**src/rtl/mipse_mc.sv**
```systemverilog
// Multi-cycle MIPS-subset core with a unified req/ack memory port, an internal 32x32
// register file, a retired-instruction counter and an absorbing HALT state.
module mipse_mc #(
    parameter logic [31:0] RESET_PC   = 32'h0000_0000,
    parameter logic [31:0] HALT_INSTR = 32'h1000_ffff,
    parameter int          CNT_W      = 32
) (
    input  logic             clk,
    input  logic             rst_n,
    output logic             mem_req,
    output logic [3:0]       mem_we,
    output logic [31:0]      mem_addr,
    output logic [31:0]      mem_wdata,
    input  logic [31:0]      mem_rdata,
    input  logic             mem_ack,
    output logic [31:0]      pc,
    output logic             finish,
    output logic [CNT_W-1:0] instret,
    output logic [2:0]       dbg_state
);

    // Handshake: mem_req is the valid, mem_ack the ready. A transfer completes on the
    // clk edge where both are high; addr/we/wdata stay fixed while mem_req is high and
    // mem_ack without mem_req has no effect.

    typedef enum logic [2:0] {
        S_FETCH  = 3'd0,
        S_DECODE = 3'd1,
        S_EXEC   = 3'd2,
        S_MEM    = 3'd3,
        S_WB     = 3'd4,
        S_HALT   = 3'd5
    } state_t;

    typedef enum logic [2:0] {
        C_NOP, C_ALU, C_MEM, C_BR, C_J, C_JAL, C_JR
    } cls_t;

    localparam logic [5:0] OP_RTYPE = 6'b000000;
    localparam logic [5:0] OP_J     = 6'b000010;
    localparam logic [5:0] OP_JAL   = 6'b000011;
    localparam logic [5:0] OP_BEQ   = 6'b000100;
    localparam logic [5:0] OP_BNE   = 6'b000101;
    localparam logic [5:0] OP_ADDI  = 6'b001000;
    localparam logic [5:0] OP_ANDI  = 6'b001100;
    localparam logic [5:0] OP_ORI   = 6'b001101;
    localparam logic [5:0] OP_LUI   = 6'b001111;
    localparam logic [5:0] OP_LB    = 6'b100000;
    localparam logic [5:0] OP_LW    = 6'b100011;
    localparam logic [5:0] OP_SB    = 6'b101000;
    localparam logic [5:0] OP_SW    = 6'b101011;

    localparam logic [5:0] FN_JR    = 6'b001000;
    localparam logic [5:0] FN_ADD   = 6'b100000;
    localparam logic [5:0] FN_SUB   = 6'b100010;
    localparam logic [5:0] FN_AND   = 6'b100100;
    localparam logic [5:0] FN_OR    = 6'b100101;
    localparam logic [5:0] FN_SLT   = 6'b101010;

    state_t           r_state;
    state_t           w_next;
    logic [31:0]      r_pc;
    logic [31:0]      r_ir;
    logic [31:0]      r_a;
    logic [31:0]      r_b;
    logic [31:0]      r_res;
    logic [CNT_W-1:0] r_instret;
    logic [31:0]      r_rf [32];

    logic [5:0]  w_op;
    logic [5:0]  w_fn;
    logic [4:0]  w_rs;
    logic [4:0]  w_rt;
    logic [4:0]  w_rd;
    logic [4:0]  w_dest;
    logic [31:0] w_simm;
    logic [31:0] w_zimm;
    logic [31:0] w_rf_a;
    logic [31:0] w_rf_b;
    logic [31:0] w_alu;
    logic [31:0] w_btarget;
    logic [31:0] w_jtarget;
    logic [31:0] w_load;
    logic [7:0]  w_lbyte;
    logic [3:0]  w_lane;
    logic        w_taken;
    logic        w_store;
    logic        w_byte;
    cls_t        w_cls;

    logic        w_req;
    logic [3:0]  w_we;
    logic [31:0] w_addr;
    logic [31:0] w_wdata;
    logic        w_retire;

    assign w_op   = r_ir[31:26];
    assign w_rs   = r_ir[25:21];
    assign w_rt   = r_ir[20:16];
    assign w_rd   = r_ir[15:11];
    assign w_fn   = r_ir[5:0];
    assign w_simm = {{16{r_ir[15]}}, r_ir[15:0]};
    assign w_zimm = {16'h0000, r_ir[15:0]};

    assign w_rf_a = (w_rs == 5'd0) ? 32'h0 : r_rf[w_rs];
    assign w_rf_b = (w_rt == 5'd0) ? 32'h0 : r_rf[w_rt];
    assign w_dest = (w_op == OP_RTYPE) ? w_rd : ((w_op == OP_JAL) ? 5'd31 : w_rt);

    assign w_store   = (w_op == OP_SW) || (w_op == OP_SB);
    assign w_byte    = (w_op == OP_SB) || (w_op == OP_LB);
    assign w_taken   = (w_op == OP_BEQ) ? (r_a == r_b) : (r_a != r_b);
    // Branch and jump targets are relative to the pc already advanced in FETCH.
    assign w_btarget = r_pc + {w_simm[29:0], 2'b00};
    assign w_jtarget = {r_pc[31:28], r_ir[25:0], 2'b00};

    always_comb begin
        w_cls = C_NOP;
        w_alu = 32'h0;
        case (w_op)
            OP_RTYPE: begin
                case (w_fn)
                    FN_ADD:  begin w_cls = C_ALU; w_alu = r_a + r_b; end
                    FN_SUB:  begin w_cls = C_ALU; w_alu = r_a - r_b; end
                    FN_AND:  begin w_cls = C_ALU; w_alu = r_a & r_b; end
                    FN_OR:   begin w_cls = C_ALU; w_alu = r_a | r_b; end
                    FN_SLT:  begin w_cls = C_ALU; w_alu = {31'h0, $signed(r_a) < $signed(r_b)}; end
                    FN_JR:   w_cls = C_JR;
                    default: w_cls = C_NOP;
                endcase
            end
            OP_ADDI: begin w_cls = C_ALU; w_alu = r_a + w_simm; end
            OP_ANDI: begin w_cls = C_ALU; w_alu = r_a & w_zimm; end
            OP_ORI:  begin w_cls = C_ALU; w_alu = r_a | w_zimm; end
            OP_LUI:  begin w_cls = C_ALU; w_alu = {r_ir[15:0], 16'h0000}; end
            OP_LW, OP_LB, OP_SW, OP_SB: begin w_cls = C_MEM; w_alu = r_a + w_simm; end
            OP_BEQ, OP_BNE: w_cls = C_BR;
            OP_J:    w_cls = C_J;
            OP_JAL:  begin w_cls = C_JAL; w_alu = r_pc; end
            default: w_cls = C_NOP;
        endcase
    end

    // Big-endian byte lanes: address offset 0 is the most significant byte.
    always_comb begin
        w_lane  = 4'b1000;
        w_lbyte = mem_rdata[31:24];
        case (r_res[1:0])
            2'b00: begin w_lane = 4'b1000; w_lbyte = mem_rdata[31:24]; end
            2'b01: begin w_lane = 4'b0100; w_lbyte = mem_rdata[23:16]; end
            2'b10: begin w_lane = 4'b0010; w_lbyte = mem_rdata[15:8];  end
            default: begin w_lane = 4'b0001; w_lbyte = mem_rdata[7:0]; end
        endcase
        w_load = w_byte ? {{24{w_lbyte[7]}}, w_lbyte} : mem_rdata;
    end

    always_comb begin
        w_next   = r_state;
        w_req    = 1'b0;
        w_we     = 4'b0000;
        w_addr   = r_pc;
        w_wdata  = r_b;
        w_retire = 1'b0;
        case (r_state)
            S_FETCH: begin
                w_req = 1'b1;
                if (mem_ack) w_next = S_DECODE;
            end
            S_DECODE: w_next = (r_ir == HALT_INSTR) ? S_HALT : S_EXEC;
            S_EXEC: begin
                case (w_cls)
                    C_ALU, C_JAL: w_next = S_WB;
                    C_MEM:        w_next = S_MEM;
                    default: begin
                        w_next   = S_FETCH;
                        w_retire = 1'b1;
                    end
                endcase
            end
            S_MEM: begin
                w_req  = 1'b1;
                w_addr = r_res;
                if (w_store) begin
                    w_we    = w_byte ? w_lane : 4'b1111;
                    w_wdata = w_byte ? {4{r_b[7:0]}} : r_b;
                end
                if (mem_ack) begin
                    w_next   = w_store ? S_FETCH : S_WB;
                    w_retire = w_store;
                end
            end
            S_WB: begin
                w_next   = S_FETCH;
                w_retire = 1'b1;
            end
            default: w_next = S_HALT;
        endcase
    end

    always_ff @(posedge clk or negedge rst_n) begin
        if (!rst_n) r_state <= S_FETCH;
        else        r_state <= w_next;
    end

    always_ff @(posedge clk or negedge rst_n) begin
        if (!rst_n) begin
            r_pc      <= RESET_PC;
            r_ir      <= 32'h0;
            r_a       <= 32'h0;
            r_b       <= 32'h0;
            r_res     <= 32'h0;
            r_instret <= '0;
        end else begin
            if (w_retire) r_instret <= r_instret + CNT_W'(1);
            case (r_state)
                S_FETCH: begin
                    if (mem_ack) begin
                        r_ir <= mem_rdata;
                        r_pc <= r_pc + 32'd4;
                    end
                end
                S_DECODE: begin
                    r_a <= w_rf_a;
                    r_b <= w_rf_b;
                end
                S_EXEC: begin
                    r_res <= w_alu;
                    case (w_cls)
                        C_BR:      if (w_taken) r_pc <= w_btarget;
                        C_J, C_JAL: r_pc <= w_jtarget;
                        C_JR:      r_pc <= r_a;
                        default:   r_pc <= r_pc;
                    endcase
                end
                S_MEM: begin
                    if (mem_ack && !w_store) r_res <= w_load;
                end
                default: r_res <= r_res;
            endcase
        end
    end

    // Register file is deliberately not reset; $0 is forced to zero on the read side.
    always_ff @(posedge clk) begin
        if (r_state == S_WB && w_dest != 5'd0) r_rf[w_dest] <= r_res;
    end

    // Gating with rst_n drops the request the moment reset asserts mid-transfer.
    assign mem_req   = w_req & rst_n;
    assign mem_we    = w_we;
    assign mem_addr  = w_addr;
    assign mem_wdata = w_wdata;
    assign pc        = r_pc;
    assign finish    = (r_state == S_HALT);
    assign instret   = r_instret;
    assign dbg_state = r_state;

endmodule

```
**config.mk**
```make
export PLATFORM = sky130hd
export DESIGN_NAME = mipse_mc
export DESIGN_NICKNAME = d
export VERILOG_FILES = /design/src/rtl/mipse_mc.sv
export SDC_FILE = /design/constraint.sdc
export NUM_CORES = 2
export LEC_CHECK = 0
export ABC_AREA = 0
export CORE_MARGIN = 4
export CORE_UTILIZATION = 25
export CTS_BUF_LIST = sky130_fd_sc_hd__clkbuf_16
export DETAILED_ROUTE_END_ITERATION = 10
export SYNTH_ARGS = -nofsm -noshare
export SYNTH_HDL_FRONTEND = slang
export SYNTH_SLANG_ARGS = --single-unit
```
**constraint.sdc**
```tcl
create_clock -name clk -period 5.4 [get_ports clk]
set_clock_uncertainty 0.1 [all_clocks]
set_input_delay 1.08 -clock clk [delete_from_list [all_inputs] [get_ports clk]]
set_output_delay 1.08 -clock clk [all_outputs]
set_load 0.005 [all_outputs]
```
==> results.yml <==
status:
  status: "finished, final reports clean"
logic_synthesis:
  synthFlopType: "edfxtp_1"
  ys_warn_count: 0
  yosys.area.top_type_share_pct: 47.01
  synthDistinctLibCells: 81
  synth_edf_count: 1024
  netlist_instances: 4402
  synth.area.top_cells: "edfxtp_1 47%, mux4_2 22%, dfrtp_1 7.5%"
  synth_top_area_cell: "edfxtp_1"
  synth_area_per_cell_um2: 14.86
  post-synth-top-count-cell: "edfxtp_1"
  ys_ff_latch: 1219
  netlist_top_cells_count: "1024 x edfxtp_1, 641 x mux4_2, 323 x nand2_1"
  synth_area_um2: 65420
  async_flop_share_pct: 16.00
  ys_seq_area_share_pct: 54.47
routing:
  route.detailed.drc: 0
  vias_per_cell: 5.494
  firstDrtPassIters: 8
  drt_iter0_drc: 6588
  wl_per_cell_um: 28.74
  via_count: 45098
  wl_mm: 235.9
  antenna_left: 0
setup_path:
  path_max_fanout: 32
  path_cells: "or2_2 > a21oi_1 > nand4_1 > buf_4 > nor2_1 > a21o_1 > clkdlybuf4s50_1"
  worstSetupEndpointType: "output pin"
  slowest_delay_ns: 0.68
  r2r-end: "r_res[30]$_DFFE_PN0P_"
  slowest_stage: "nor2_1"
  r2r_setup_slack_ns: 0.45
  startpoint_type: "register"
  reg2reg_from: "r_a[2]$_DFFE_PN0P_"
  rr_worst_depth: 14
  cp_data_arrival_time_ns: 4.10
  path_class: "register to output pin"
  required_ns: 4.22
global_routing:
  grt.busiest_layer: "met2"
  use_met2_pct: 26.87
  grt_pass1_vias: 44364
  use_met3_pct: 3.410
  gr-usage-all-layers_pct: 16.91
  grt_antenna_before_repair: 14
  grt_max_degree: 120
  grt_overflow: 0
  grt_pass1_wl_mm: 334.1
  met1_usage_pct: 22.91
sta:
  finalSetupTns_ns: 0
  relSlewSlack_pct: 4.341
  period_needed_ns: 5.282
  period_share_pct: 97.81
  final_max_slew_viol_count: 0
  hold_viol_final: 0
  rsz0062_at_grt: "no"
  setup-violations-final: 0
  fmax_mhz: 189.3
  tightest_slew_ns: 1.435
cts:
  post_cts_buffers: 0
  worst_skew_pair.late_latency_ns: 0.79
  cts_resized: 0
  clkTransAtPathRegs_ns: 0.07
  clock_sinks: 1219
  cts.path.max_buffers: 3
  ctsRootBufferMaster: "clkbuf_16"
  postCtsHoldBufs: 0
  h-tree-depth: 4
  cts_tree: "done"
  cts_buffers: 133
final_layout:
  nets: 4816
  drive_gt1_share_pct: 23.42
  final_core_utilization_pct: 29.56
  final_area_um2: 76830
  area_growth_pct: 17.45
  num-fill-cells: 25663
floorplanning:
  dieArea_um2: 269900
  core_area_um2: 259900
  die_y_um: 519.5
  die_x_um: 519.5
  initial_core_util_pct: 25.17
  row_count: 187
  ios: 172
power_and_ir_drop:
  ir_worst_vdd_uv: 372.1
  clkPwrFrac_pct: 20.0
  switching_share_pct: 41.91
  pwr_density_cell_nw_per_um2: 604.9
  switchingPower_mw: 19.48
  p_leak_nw: 25.58
  pwr-share-seq_pct: 30.1
  power_frac_comb_pct: 49.9
  internal_power_mw: 27.00
placement:
  dpl-instance-area_um2: 72430
  port_buffers: 171
  place_hpwl_mm: 151.0
  place.gp.congestion: 0.9735
min_path:
  hold_path_class: "primary input to asynchronous set/reset pin"
job:
  maxCapViolCount: 0
-- registers in the layout, indices dropped and copies added, names as in the netlist --
name       count
instret       32
r_a           32
r_rf        1024
r_b           32
dbg_state      3
r_res         32
r_ir          32
pc            32
-- cells by family after synthesis --
logic type | share of synthesized area, %
adder cells (fa/ha/maj) | 3.450
XOR/XNOR | 1.232
AO/OA/AOI/OAI | 8.917
buffers and inverters | 2.651
multiplexers | 23.53
AND/OR/NAND/NOR | 5.753
other | 0.005732
flip-flops | 54.47
-- metal layers --
metal / wire, um / vias to the layer above
met5: 27 / -
met1: 93930 / 23509
met2: 109300 / 2815
met4: 9571 / 4
li1: - / 18263
met3: 23140 / 507
-- worst max-delay path by stage --
stage | startpoint | endpoint | slack (ns) | cells past startpoint
2_1_floorplan | r_ir[27]$_DFFE_PN0P_ | r_rf[17][0]$_DFFE_PP_ | 0.85 | 10
3_3_place_gp | r_a[4]$_DFFE_PN0P_ | r_res[24]$_DFFE_PN0P_ | 0.62 | 13
3_5_place_dp | r_a[2]$_DFFE_PN0P_ | r_res[30]$_DFFE_PN0P_ | 0.60 | 14
4_1_cts | r_ir[26]$_DFFE_PN0P_ | mem_wdata[8] | 0.12 | 7
5_1_grt | r_ir[28]$_DFFE_PN0P_ | mem_wdata[8] | 0.02 | 8
6_report | r_ir[26]$_DFFE_PN0P_ | mem_wdata[24] | 0.12 | 7
-- power by group through the flow --
stage / clock network (mW) / logic, mW / registers, mW
final: 9.31 / 23.2 / 14.0
after detailed placement: 0 / 22.8 / 14.1
after floorplan: 0 / 15.1 / 13.1
after global placement: 0 / 22.7 / 14.1
after CTS: 9.46 / 22.8 / 13.9
after global routing: 9.85 / 24.5 / 14.1
-- critical path: cells and delay by family, from the launching register on --
kind	cells	cell delay [ns]
AND/OR/NAND/NOR	3	1.22
flip-flops	1	0.53
AO/OA/AOI/OAI	2	0.65
buffers and inverters	2	0.89
-- stage by stage --
stage | setup WS, ns | total power, mW | instances | hold slack [ns]
final | 0.1181 | 46.48 | 8208 | 0.07090
after global routing | 0.02381 | 48.46 | 8202 | 0.06176
after CTS | 0.1217 | 46.24 | 8201 | 0.02861
after detailed placement | 0.5983 | 36.90 | 7963 | 0.3618
after global placement | 0.6176 | 36.74 | 7963 | 0.3615
after floorplan | 0.8477 | 28.19 | 4433 | 0.3682
-- area by class of cell --
class	count	area (um2)	area share, %
antenna	6	15.01	0.01954
clock buffer	137	3428	4.462
clock inverter	101	935.9	1.218
inverter	134	503.0	0.6546
multi-input combinational	2767	28460	37.04
sequential	1219	35660	46.42
tap	3496	4374	5.693
timing repair buffer	348	3458	4.501
-- cells in the final DEF, fill, tap and decap left out, types with 62 or more instances in the layout --
| cell type | Yosys | final |
|---|---|---|
| a21oi_1 | 221 | 220 |
| dfrtp_1 | 195 | 184 |
| clkbuf_16 | 0 | 137 |
| a21o_1 | 65 | 65 |
| mux2i_1 | 84 | 84 |
| o22ai_1 | 102 | 102 |
| nand3_1 | 62 | 62 |
| clkdlybuf4s50_1 | 0 | 170 |
| mux4_2 | 641 | 641 |
| inv_1 | 133 | 157 |
| nand2_1 | 323 | 322 |
| xnor2_1 | 62 | 62 |
| edfxtp_1 | 1024 | 1024 |
| buf_4 | 10 | 144 |
| ha_1 | 174 | 174 |
| o21ai_0 | 182 | 182 |
| nor2_1 | 224 | 192 |
Power figures use the tool's default switching activity.
